### src/rtl/mult_pkg.sv
// Shared widths, FSM state type and helpers for the multiplier arbiter.
package mult_pkg;

  localparam int OP_W         = 16;
  localparam int PROD_W       = 32;
  localparam int BOOTH_CYCLES = 16;

  typedef enum logic [1:0] {
    ST_IDLE    = 2'd0,
    ST_LAUNCH  = 2'd1,
    ST_COMPUTE = 2'd2,
    ST_RESPOND = 2'd3
  } state_e;

  // Width of a requester index; at least one bit even for a single requester.
  function automatic int id_width(input int n);
    return (n > 1) ? $clog2(n) : 1;
  endfunction

endpackage

### src/rtl/mult_rr_arbiter_if.sv
// Bundle of requester, multiplier and response signals around the arbiter.
interface mult_rr_arbiter_if #(
  parameter int NUM_REQ = 4
);
  localparam int ID_W = mult_pkg::id_width(NUM_REQ);

  // Requester side
  logic [NUM_REQ-1:0]                        req;
  logic [NUM_REQ-1:0][mult_pkg::OP_W-1:0]    req_mc;
  logic [NUM_REQ-1:0][mult_pkg::OP_W-1:0]    req_mp;
  logic [NUM_REQ-1:0]                        req_ack;

  // Multiplier side
  logic                                      mult_start;
  logic [mult_pkg::OP_W-1:0]                 mult_mc;
  logic [mult_pkg::OP_W-1:0]                 mult_mp;
  logic                                      mult_busy;
  logic [mult_pkg::PROD_W-1:0]               mult_prod;

  // Response side
  logic                                      resp_valid;
  logic                                      resp_ready;
  logic [ID_W-1:0]                           resp_id;
  logic [mult_pkg::PROD_W-1:0]               resp_prod;
  logic                                      resp_err;

  // Arbiter view
  modport slave (
    input  req, req_mc, req_mp, mult_busy, mult_prod, resp_ready,
    output req_ack, mult_start, mult_mc, mult_mp,
           resp_valid, resp_id, resp_prod, resp_err
  );

  // Environment view (requesters, multiplier and consumer)
  modport master (
    output req, req_mc, req_mp, mult_busy, mult_prod, resp_ready,
    input  req_ack, mult_start, mult_mc, mult_mp,
           resp_valid, resp_id, resp_prod, resp_err
  );

endinterface

### src/rtl/mult_rr_arbiter_rr_picker.sv
// Round-robin picker: first set request at or after ptr, wrapping around.
module rr_picker #(
  parameter int NUM_REQ = 4,
  parameter int ID_W    = 2
) (
  input  logic [NUM_REQ-1:0] req,
  input  logic [ID_W-1:0]    ptr,
  output logic [NUM_REQ-1:0] grant,
  output logic [ID_W-1:0]    index,
  output logic               any_req
);

  logic [NUM_REQ-1:0] mask_hi;
  logic [NUM_REQ-1:0] req_hi;
  logic [NUM_REQ-1:0] pick_src;

  // Positions at or above the pointer are searched first.
  for (genvar gi = 0; gi < NUM_REQ; gi++) begin : g_mask
    assign mask_hi[gi] = (32'(gi) >= 32'(ptr));
  end

  assign req_hi   = req & mask_hi;
  // Nothing at/after the pointer means the search wraps to bit 0.
  assign pick_src = (|req_hi) ? req_hi : req;
  // Isolate the lowest set bit of the chosen half.
  assign grant    = pick_src & (~pick_src + NUM_REQ'(1));
  assign any_req  = |req;

  // Encode the one-hot grant into an index.
  always_comb begin
    index = '0;
    for (int i = 0; i < NUM_REQ; i++) begin
      if (grant[i]) index = ID_W'(i);
    end
  end

endmodule

### src/rtl/mult_rr_arbiter.sv
// Round-robin arbiter sharing one Booth multiplier among NUM_REQ requesters,
// with a watchdog on the multiplier and a valid/ready result port.
module mult_rr_arbiter
  import mult_pkg::*;
#(
  parameter int NUM_REQ  = 4,
  parameter int WDOG_MAX = 24
) (
  input  logic             clk,
  input  logic             rst,
  mult_rr_arbiter_if.slave bus
);

  localparam int ID_W = id_width(NUM_REQ);
  localparam int WD_W = $clog2(WDOG_MAX + 1);
  localparam logic [WD_W-1:0] WD_LAST = WD_W'(WDOG_MAX - 1);
  localparam logic [ID_W-1:0] ID_LAST = ID_W'(NUM_REQ - 1);

  state_e              state_q, state_d;
  logic [ID_W-1:0]     rr_ptr_q, rr_ptr_d;
  logic [ID_W-1:0]     id_q, id_d;
  logic [OP_W-1:0]     mc_q, mc_d;
  logic [OP_W-1:0]     mp_q, mp_d;
  logic [PROD_W-1:0]   prod_q, prod_d;
  logic                err_q, err_d;
  logic [WD_W-1:0]     wdog_q, wdog_d;

  logic [NUM_REQ-1:0]  pick_grant;
  logic [ID_W-1:0]     pick_idx;
  logic                pick_any;

  rr_picker #(
    .NUM_REQ(NUM_REQ),
    .ID_W   (ID_W)
  ) u_picker (
    .req    (bus.req),
    .ptr    (rr_ptr_q),
    .grant  (pick_grant),
    .index  (pick_idx),
    .any_req(pick_any)
  );

  // Next-state logic: grant, launch, wait on multiplier or watchdog, respond.
  always_comb begin
    state_d  = state_q;
    rr_ptr_d = rr_ptr_q;
    id_d     = id_q;
    mc_d     = mc_q;
    mp_d     = mp_q;
    prod_d   = prod_q;
    err_d    = err_q;
    wdog_d   = wdog_q;
    unique case (state_q)
      ST_IDLE: begin
        if (pick_any) begin
          id_d    = pick_idx;
          mc_d    = bus.req_mc[pick_idx];
          mp_d    = bus.req_mp[pick_idx];
          state_d = ST_LAUNCH;
        end
      end
      ST_LAUNCH: begin
        // busy still reflects the previous operation here, so it is not looked at
        wdog_d  = '0;
        state_d = ST_COMPUTE;
      end
      ST_COMPUTE: begin
        if (!bus.mult_busy) begin
          prod_d  = bus.mult_prod;
          err_d   = 1'b0;
          state_d = ST_RESPOND;
        end else if (wdog_q == WD_LAST) begin
          prod_d  = '0;
          err_d   = 1'b1;
          state_d = ST_RESPOND;
        end else begin
          wdog_d  = wdog_q + WD_W'(1);
        end
      end
      ST_RESPOND: begin
        if (bus.resp_ready) begin
          rr_ptr_d = (id_q == ID_LAST) ? '0 : id_q + ID_W'(1);
          state_d  = ST_IDLE;
        end
      end
      default: state_d = ST_IDLE;
    endcase
  end

  // State and datapath registers with synchronous active-low reset.
  always_ff @(posedge clk) begin
    if (!rst) begin
      state_q  <= ST_IDLE;
      rr_ptr_q <= '0;
      id_q     <= '0;
      mc_q     <= '0;
      mp_q     <= '0;
      prod_q   <= '0;
      err_q    <= 1'b0;
      wdog_q   <= '0;
    end else begin
      state_q  <= state_d;
      rr_ptr_q <= rr_ptr_d;
      id_q     <= id_d;
      mc_q     <= mc_d;
      mp_q     <= mp_d;
      prod_q   <= prod_d;
      err_q    <= err_d;
      wdog_q   <= wdog_d;
    end
  end

  // Ack is only offered from IDLE and never while reset is held.
  assign bus.req_ack    = (rst && state_q == ST_IDLE) ? pick_grant : '0;
  assign bus.mult_start = (state_q == ST_LAUNCH);
  assign bus.mult_mc    = mc_q;
  assign bus.mult_mp    = mp_q;
  assign bus.resp_valid = (state_q == ST_RESPOND);
  assign bus.resp_id    = id_q;
  assign bus.resp_prod  = prod_q;
  assign bus.resp_err   = err_q;

endmodule

### src/flat_wrapper.sv
// flat-port wrapper written by rule: the top's interface ports become plain ports
module mult_rr_arbiter_flat import mult_pkg::*;
#(
  parameter int NUM_REQ  = 4,
  parameter int WDOG_MAX = 24
)
  (clk, rst, bus_req, bus_req_mc, bus_req_mp, bus_mult_busy, bus_mult_prod, bus_resp_ready, bus_req_ack, bus_mult_start, bus_mult_mc, bus_mult_mp, bus_resp_valid, bus_resp_id, bus_resp_prod, bus_resp_err);
  mult_rr_arbiter_if #(.NUM_REQ(NUM_REQ)) bus_i ();
  input  logic clk;
  input  logic rst;
  input wire logic [$bits(bus_i.req)-1:0] bus_req;
  input wire logic [$bits(bus_i.req_mc)-1:0] bus_req_mc;
  input wire logic [$bits(bus_i.req_mp)-1:0] bus_req_mp;
  input wire logic [$bits(bus_i.mult_busy)-1:0] bus_mult_busy;
  input wire logic [$bits(bus_i.mult_prod)-1:0] bus_mult_prod;
  input wire logic [$bits(bus_i.resp_ready)-1:0] bus_resp_ready;
  output wire logic [$bits(bus_i.req_ack)-1:0] bus_req_ack;
  output wire logic [$bits(bus_i.mult_start)-1:0] bus_mult_start;
  output wire logic [$bits(bus_i.mult_mc)-1:0] bus_mult_mc;
  output wire logic [$bits(bus_i.mult_mp)-1:0] bus_mult_mp;
  output wire logic [$bits(bus_i.resp_valid)-1:0] bus_resp_valid;
  output wire logic [$bits(bus_i.resp_id)-1:0] bus_resp_id;
  output wire logic [$bits(bus_i.resp_prod)-1:0] bus_resp_prod;
  output wire logic [$bits(bus_i.resp_err)-1:0] bus_resp_err;
  assign bus_i.req = bus_req;
  assign bus_i.req_mc = bus_req_mc;
  assign bus_i.req_mp = bus_req_mp;
  assign bus_i.mult_busy = bus_mult_busy;
  assign bus_i.mult_prod = bus_mult_prod;
  assign bus_i.resp_ready = bus_resp_ready;
  assign bus_req_ack = bus_i.req_ack;
  assign bus_mult_start = bus_i.mult_start;
  assign bus_mult_mc = bus_i.mult_mc;
  assign bus_mult_mp = bus_i.mult_mp;
  assign bus_resp_valid = bus_i.resp_valid;
  assign bus_resp_id = bus_i.resp_id;
  assign bus_resp_prod = bus_i.resp_prod;
  assign bus_resp_err = bus_i.resp_err;
  mult_rr_arbiter #(.NUM_REQ(NUM_REQ), .WDOG_MAX(WDOG_MAX)) u_core (.clk(clk), .rst(rst), .bus(bus_i));
endmodule
### config.mk
export PLATFORM = sky130hd
export DESIGN_NAME = mult_rr_arbiter_flat
export DESIGN_NICKNAME = d
export VERILOG_FILES = /design/src/rtl/mult_pkg.sv /design/src/rtl/mult_rr_arbiter_if.sv /design/src/rtl/mult_rr_arbiter_rr_picker.sv /design/src/rtl/mult_rr_arbiter.sv /design/src/flat_wrapper.sv
export SDC_FILE = /design/constraint.sdc
export NUM_CORES = 1
export LEC_CHECK = 0
export CORE_UTILIZATION = 41
export DETAILED_ROUTE_END_ITERATION = 16
export PLACE_DENSITY = 0.91
export SLEW_MARGIN = 20
export SYNTH_ARGS = -nofsm -noshare
export SYNTH_HDL_FRONTEND = slang
export SYNTH_SLANG_ARGS = --single-unit
### constraint.sdc
create_clock -name clk -period 4.08 [get_ports clk]
set_input_delay 1.02 -clock clk [delete_from_list [all_inputs] [get_ports clk]]
set_output_delay 1.02 -clock clk [all_outputs]
set_load 0.03 [all_outputs]
# Yosys cells after proc, flatten, opt, wreduce, memory -nomap -nowiden
# Index checks and enable logic that the tools add are counted.
# classes
n_reduce_logical	10
addsub	3
bitwise	3
magnitude_cmp	4
n_mux	22
n_eq_ne	11
# ops
cell	n
$bmux 16 s2	2
$mux 32	2
$mux 16	2
$mux 2	7
$mux 5	2
$pmux 5 s2	1
$and 4x4->4	2
$mux 4	2
$pmux 2 s4	1
$reduce_or 4->1	2
$eq 2x2->1 const B	3
$ne 2x2->1 const B	3
$reduce_and 2->1	3
$reduce_and 3->1	2
$add 5x1->5 const B	1
$eq 5x5->1 const B	1
$add 4x1->4 const B	1
$ge 1x2->1 const A	2
$ne 2x1->1 const B	2
$not 4->4	1
$lt 2x3->1 const B	1
$mux 1	3
$ne 3x2->1 const B	1
$add 2x1->2 const B	1
5 further kinds	5
# totals
output_inout_bits	73
register_bits	76

# Logic depth before layout (Yosys ltp)
# depth
word_depth	12
depth_mapped	8

# Cells and area by module
# From an unflattened synthesis, not the netlist that was laid out.
# unflattened
hier_cells	298
area_unflattened_um2	3583.4
# modules_own_cells
module	cells_per_inst	n_inst	area_each_um2	seq_area_each_um2
mult_rr_arbiter	270	1	3408.3	1521.5
rr_picker	28	1	175.2	0.0

# Least setup slack after synthesis
# OpenSTA, ideal clock, no wires.
# synth_path
path_type	in2out
startpoint	input port bus_req[0]
endpoint	output port bus_req_ack[1]
path_buffers	2
t_required_ps	3060
path_stages	5
setup_slack_ps	876
arrival_ps	2184
path_cell_list	buf_2 > nor2_1 > o221a_2 > clkbuf_1 > and3_1
# synth_between
elab_chain_len	7
# synth_lines
item	line	source
start, declared	flat_wrapper.sv:11	input wire logic [$bits(bus_i.req)-1:0] bus_req;
$and 4x4->4	mult_rr_arbiter_rr_picker.sv:22	assign req_hi = req & mask_hi;
$reduce_or 4->1	mult_rr_arbiter_rr_picker.sv:24	assign pick_src = (|req_hi) ? req_hi : req;
$mux 4 *	mult_rr_arbiter_rr_picker.sv:24	
$not 4->4	mult_rr_arbiter_rr_picker.sv:26	assign grant = pick_src & (~pick_src + NUM_REQ'(1));
$add 4x1->4	mult_rr_arbiter_rr_picker.sv:26	
$and 4x4->4 *	mult_rr_arbiter_rr_picker.sv:26	
$mux 4 *	mult_rr_arbiter.sv:114	assign bus.req_ack = (rst && state_q == ST_IDLE) ? pick_grant : '0;
end, declared	flat_wrapper.sv:17	output wire logic [$bits(bus_i.req_ack)-1:0] bus_req_ack;
# Every way passes the cells marked *; elsewhere a longest branch is shown, timed or not.

# Worst setup path in the final report
# layout_path
startpoint	input port bus_req[3]
endpoint	output port bus_req_ack[1]
# layout_between
elab_chain_len	7
# layout_lines
item	line
$and 4x4->4 *	mult_rr_arbiter_rr_picker.sv:22
$reduce_or 4->1 *	mult_rr_arbiter_rr_picker.sv:24
$mux 4 *	mult_rr_arbiter_rr_picker.sv:24
$not 4->4	mult_rr_arbiter_rr_picker.sv:26
$add 4x1->4	mult_rr_arbiter_rr_picker.sv:26
$and 4x4->4 *	mult_rr_arbiter_rr_picker.sv:26
$mux 4 *	mult_rr_arbiter.sv:114
# Marks and branches as above.

==> impl_metrics.toml <==
[status]
outcome = "finished clean"

[cts]
hold_buffers = 0
cts-root-buf = "clkbuf_8"
cts-resized-gates = 0
clk_pin_slew_worst_paths_ns = 0.09
clk_latency_ns = 0.35
cts.sinks = 76
cts_inserted_buffers = 9
cts_tree = "yes"
postCtsSetupRepairBufs = 0
cts_htree_levels = 3
cts_buffer_depth = 2

[setup_path]
cp-start-kind = "input pin"
crit_path_max_fanout = 9
max_stage_delay_ns = 0.71
critPathRequiredTime_ns = 3.06
end_kind = "output pin"
criticalPathCategory = "input pin to output pin"
r2r_cells = 6
critPathArrivalTime_ns = 2.50
crit_path_cell_trace = "clkdlybuf4s50_1, nor2_1, o221a_2, and3_1, buf_12"
crit_path_top_delay_cell = "clkdlybuf4s50_1"

[grt]
antenna_found_initial = 0
grt_max_degree = 66
grt_usage_pct = 27.1
grt_remaining_overflow = 0
grt_pass1_wl_mm = 21.5
grt_pass1_vias = 4299

[floorplanning]
start_util_pct = 43.1
die_h_um = 101
die_x_um = 101
io_pins = 241
rows = 35
fp.dieArea_mm2 = 0.0102
core-area_mm2 = 0.00937

[drt]
antenna_left = 0
vias_per_cell = 5.42
drtIter0Drc = 170
num_vias = 4257
drcViolationCount = 0
wl_per_cell_um = 18.2
firstDrtPassIters = 6
wl_mm = 14.3

[job]
maxCapViolCount = 0

[layout]
area_growth_pct = 66.1
final_common_cell = "clkdlybuf4s50_1"
drive_above_1_share_pct = 8.68
n_fill_cell = 751
n_antenna_cell = 0
mostFrequentLayoutCells = "236 x clkdlybuf4s50_1, 78 x nor2_1, 76 x dfxtp_1"
final_nets = 827

[yosys]
synth_cell_type_count = 45
syn-num-nets = 607
yosys-top-cells-area = "dfxtp_1 38%, o221a_1 8.9%, nor2_1 7.3%"
syn_area_per_cell_um2 = 9.32
ys.flop_type = "dfxtp_1"
yosysTopAreaCell = "dfxtp_1"
synth_enable_flop_cells = 0
yosys_warnings = 0
ys_ff_latch = 76
synthArstFlopShare_pct = 0
syn-cell-area_mm2 = 0.00404
syn_inst = 433
synth_top_area_share_pct = 37.7
synth_seq_area_share_pct = 37.7

[timing]
fin_skew_ns = 0.0111
fmax_mhz = 284
finalHoldViolCount = 0
slew_viol_final = 0
worst_pin_slew_ns = 0.633
min_period_ns = 3.52
setup_viol = 0
tns_ns = 0
period_share_pct = 86.2
slew_headroom_pct = 57.7
rsz0062_at_grt = "false"

[placement]
hpwlAfterDp_mm = 10.3
io_buffers = 240
place_congestion = 0.832

[power]
total_power_uw = 3420
pwr_density_cell_mw_per_mm2 = 510
ir_drop_uv = 304
leakage_uw = 0.00251

[min_path]
hp-class = "register to register"
min_path_cells = 1
==> Yosys cell counts (10+ instances only) <==
cell,n
a21oi_1,11
a22oi_1,32
buf_2,15
clkbuf_1,17
dfxtp_1,76
mux2_1,10
mux2_4,17
nand2_1,10
nor2_1,79
nor2b_1,33
o221a_1,32
o22a_1,32
==> where the power goes <==
part	switching (uW)	internal (uW)	total (uW)	leakage, uW
clock	297	342	640	0.000102
sequential	110	935	1040	0.000623
combinational	952	785	1740	0.00179
==> critical path: cells and delay by family <==
family / cells / cell delay, ns
buffers and inverters: 2 / 0.86
AOI/OAI and AO/OA: 1 / 0.29
and+or+nand+nor: 2 / 0.33
==> kinds of logic (layout without fill, tap and decap cells) <==
| group | count (synthesis) | count (layout) | synth area share (%) |
|---|---|---|---|
| AO/OA/AOI/OAI | 126 | 126 | 26.7 |
| adder cells (fa/ha/maj) | 6 | 6 | 1.86 |
| buffers and inverters | 47 | 271 | 5.67 |
| flip-flops | 76 | 76 | 37.7 |
| multiplexers | 35 | 35 | 11.3 |
| AND/OR/NAND/NOR | 143 | 143 | 16.8 |
==> area by class of cell <==
| type | instances | area (um^2) | share of cell area [%] |
|---|---|---|---|
| Inverter | 8 | 30.0 | 0.448 |
| Tap cell | 129 | 161 | 2.41 |
| Clock buffer | 9 | 124 | 1.85 |
| Timing Repair Buffer | 248 | 2480 | 36.9 |
| Clock inverter | 6 | 88.8 | 1.32 |
| Sequential cell | 76 | 1520 | 22.7 |
| Multi-Input combinational cell | 310 | 2300 | 34.3 |
==> final timing paths <==
check                     startpoint                     to  slack [ns]
setup / recovery          bus_req[3]         bus_req_ack[1]        0.56
hold / removal      u_core.wdog_q[3]       u_core.wdog_q[3]        0.51
setup reg to reg  u_core.rr_ptr_q[1]  u_core.bus.mult_mc[3]        2.05
hold reg to reg     u_core.wdog_q[3]       u_core.wdog_q[3]        0.51
==> layer usage <==
metal | global-route usage [%] | routed length (um) | vias up
li1 | - | - | 2027
met1 | 28.9 | 5460 | 2029
met2 | 50.2 | 7320 | 169
met3 | 6.83 | 1040 | 32
met4 | 12.0 | 481 | 0
met5 | 0 | 0 | -
==> sequential cells by signal, summed over array words and instances, names as in the netlist <==
signal                cells
u_core.bus.resp_err       1
u_core.rr_ptr_q           2
u_core.bus.mult_mc       16
u_core.bus.resp_id        2
u_core.wdog_q             5
u_core.state_q            2
u_core.bus.resp_prod     32
u_core.bus.mult_mp       16
==> metrics by stage <==
step           instances  setup WS [ns]  hold slack [ns]  util (%)  instance area [um^2]
3_5_place_dp         771          0.597            0.486      69.3                  6490
3_3_place_gp         771          0.619            0.473      69.3                  6490
5_1_grt              786          0.509            0.526      71.6                  6710
4_1_cts              786          0.575            0.513      71.5                  6700
2_1_floorplan        433          0.876            0.453         -                  4040
6_report             786          0.564            0.512      71.6                  6710
No activity file was read; power rests on OpenSTA's default activity.
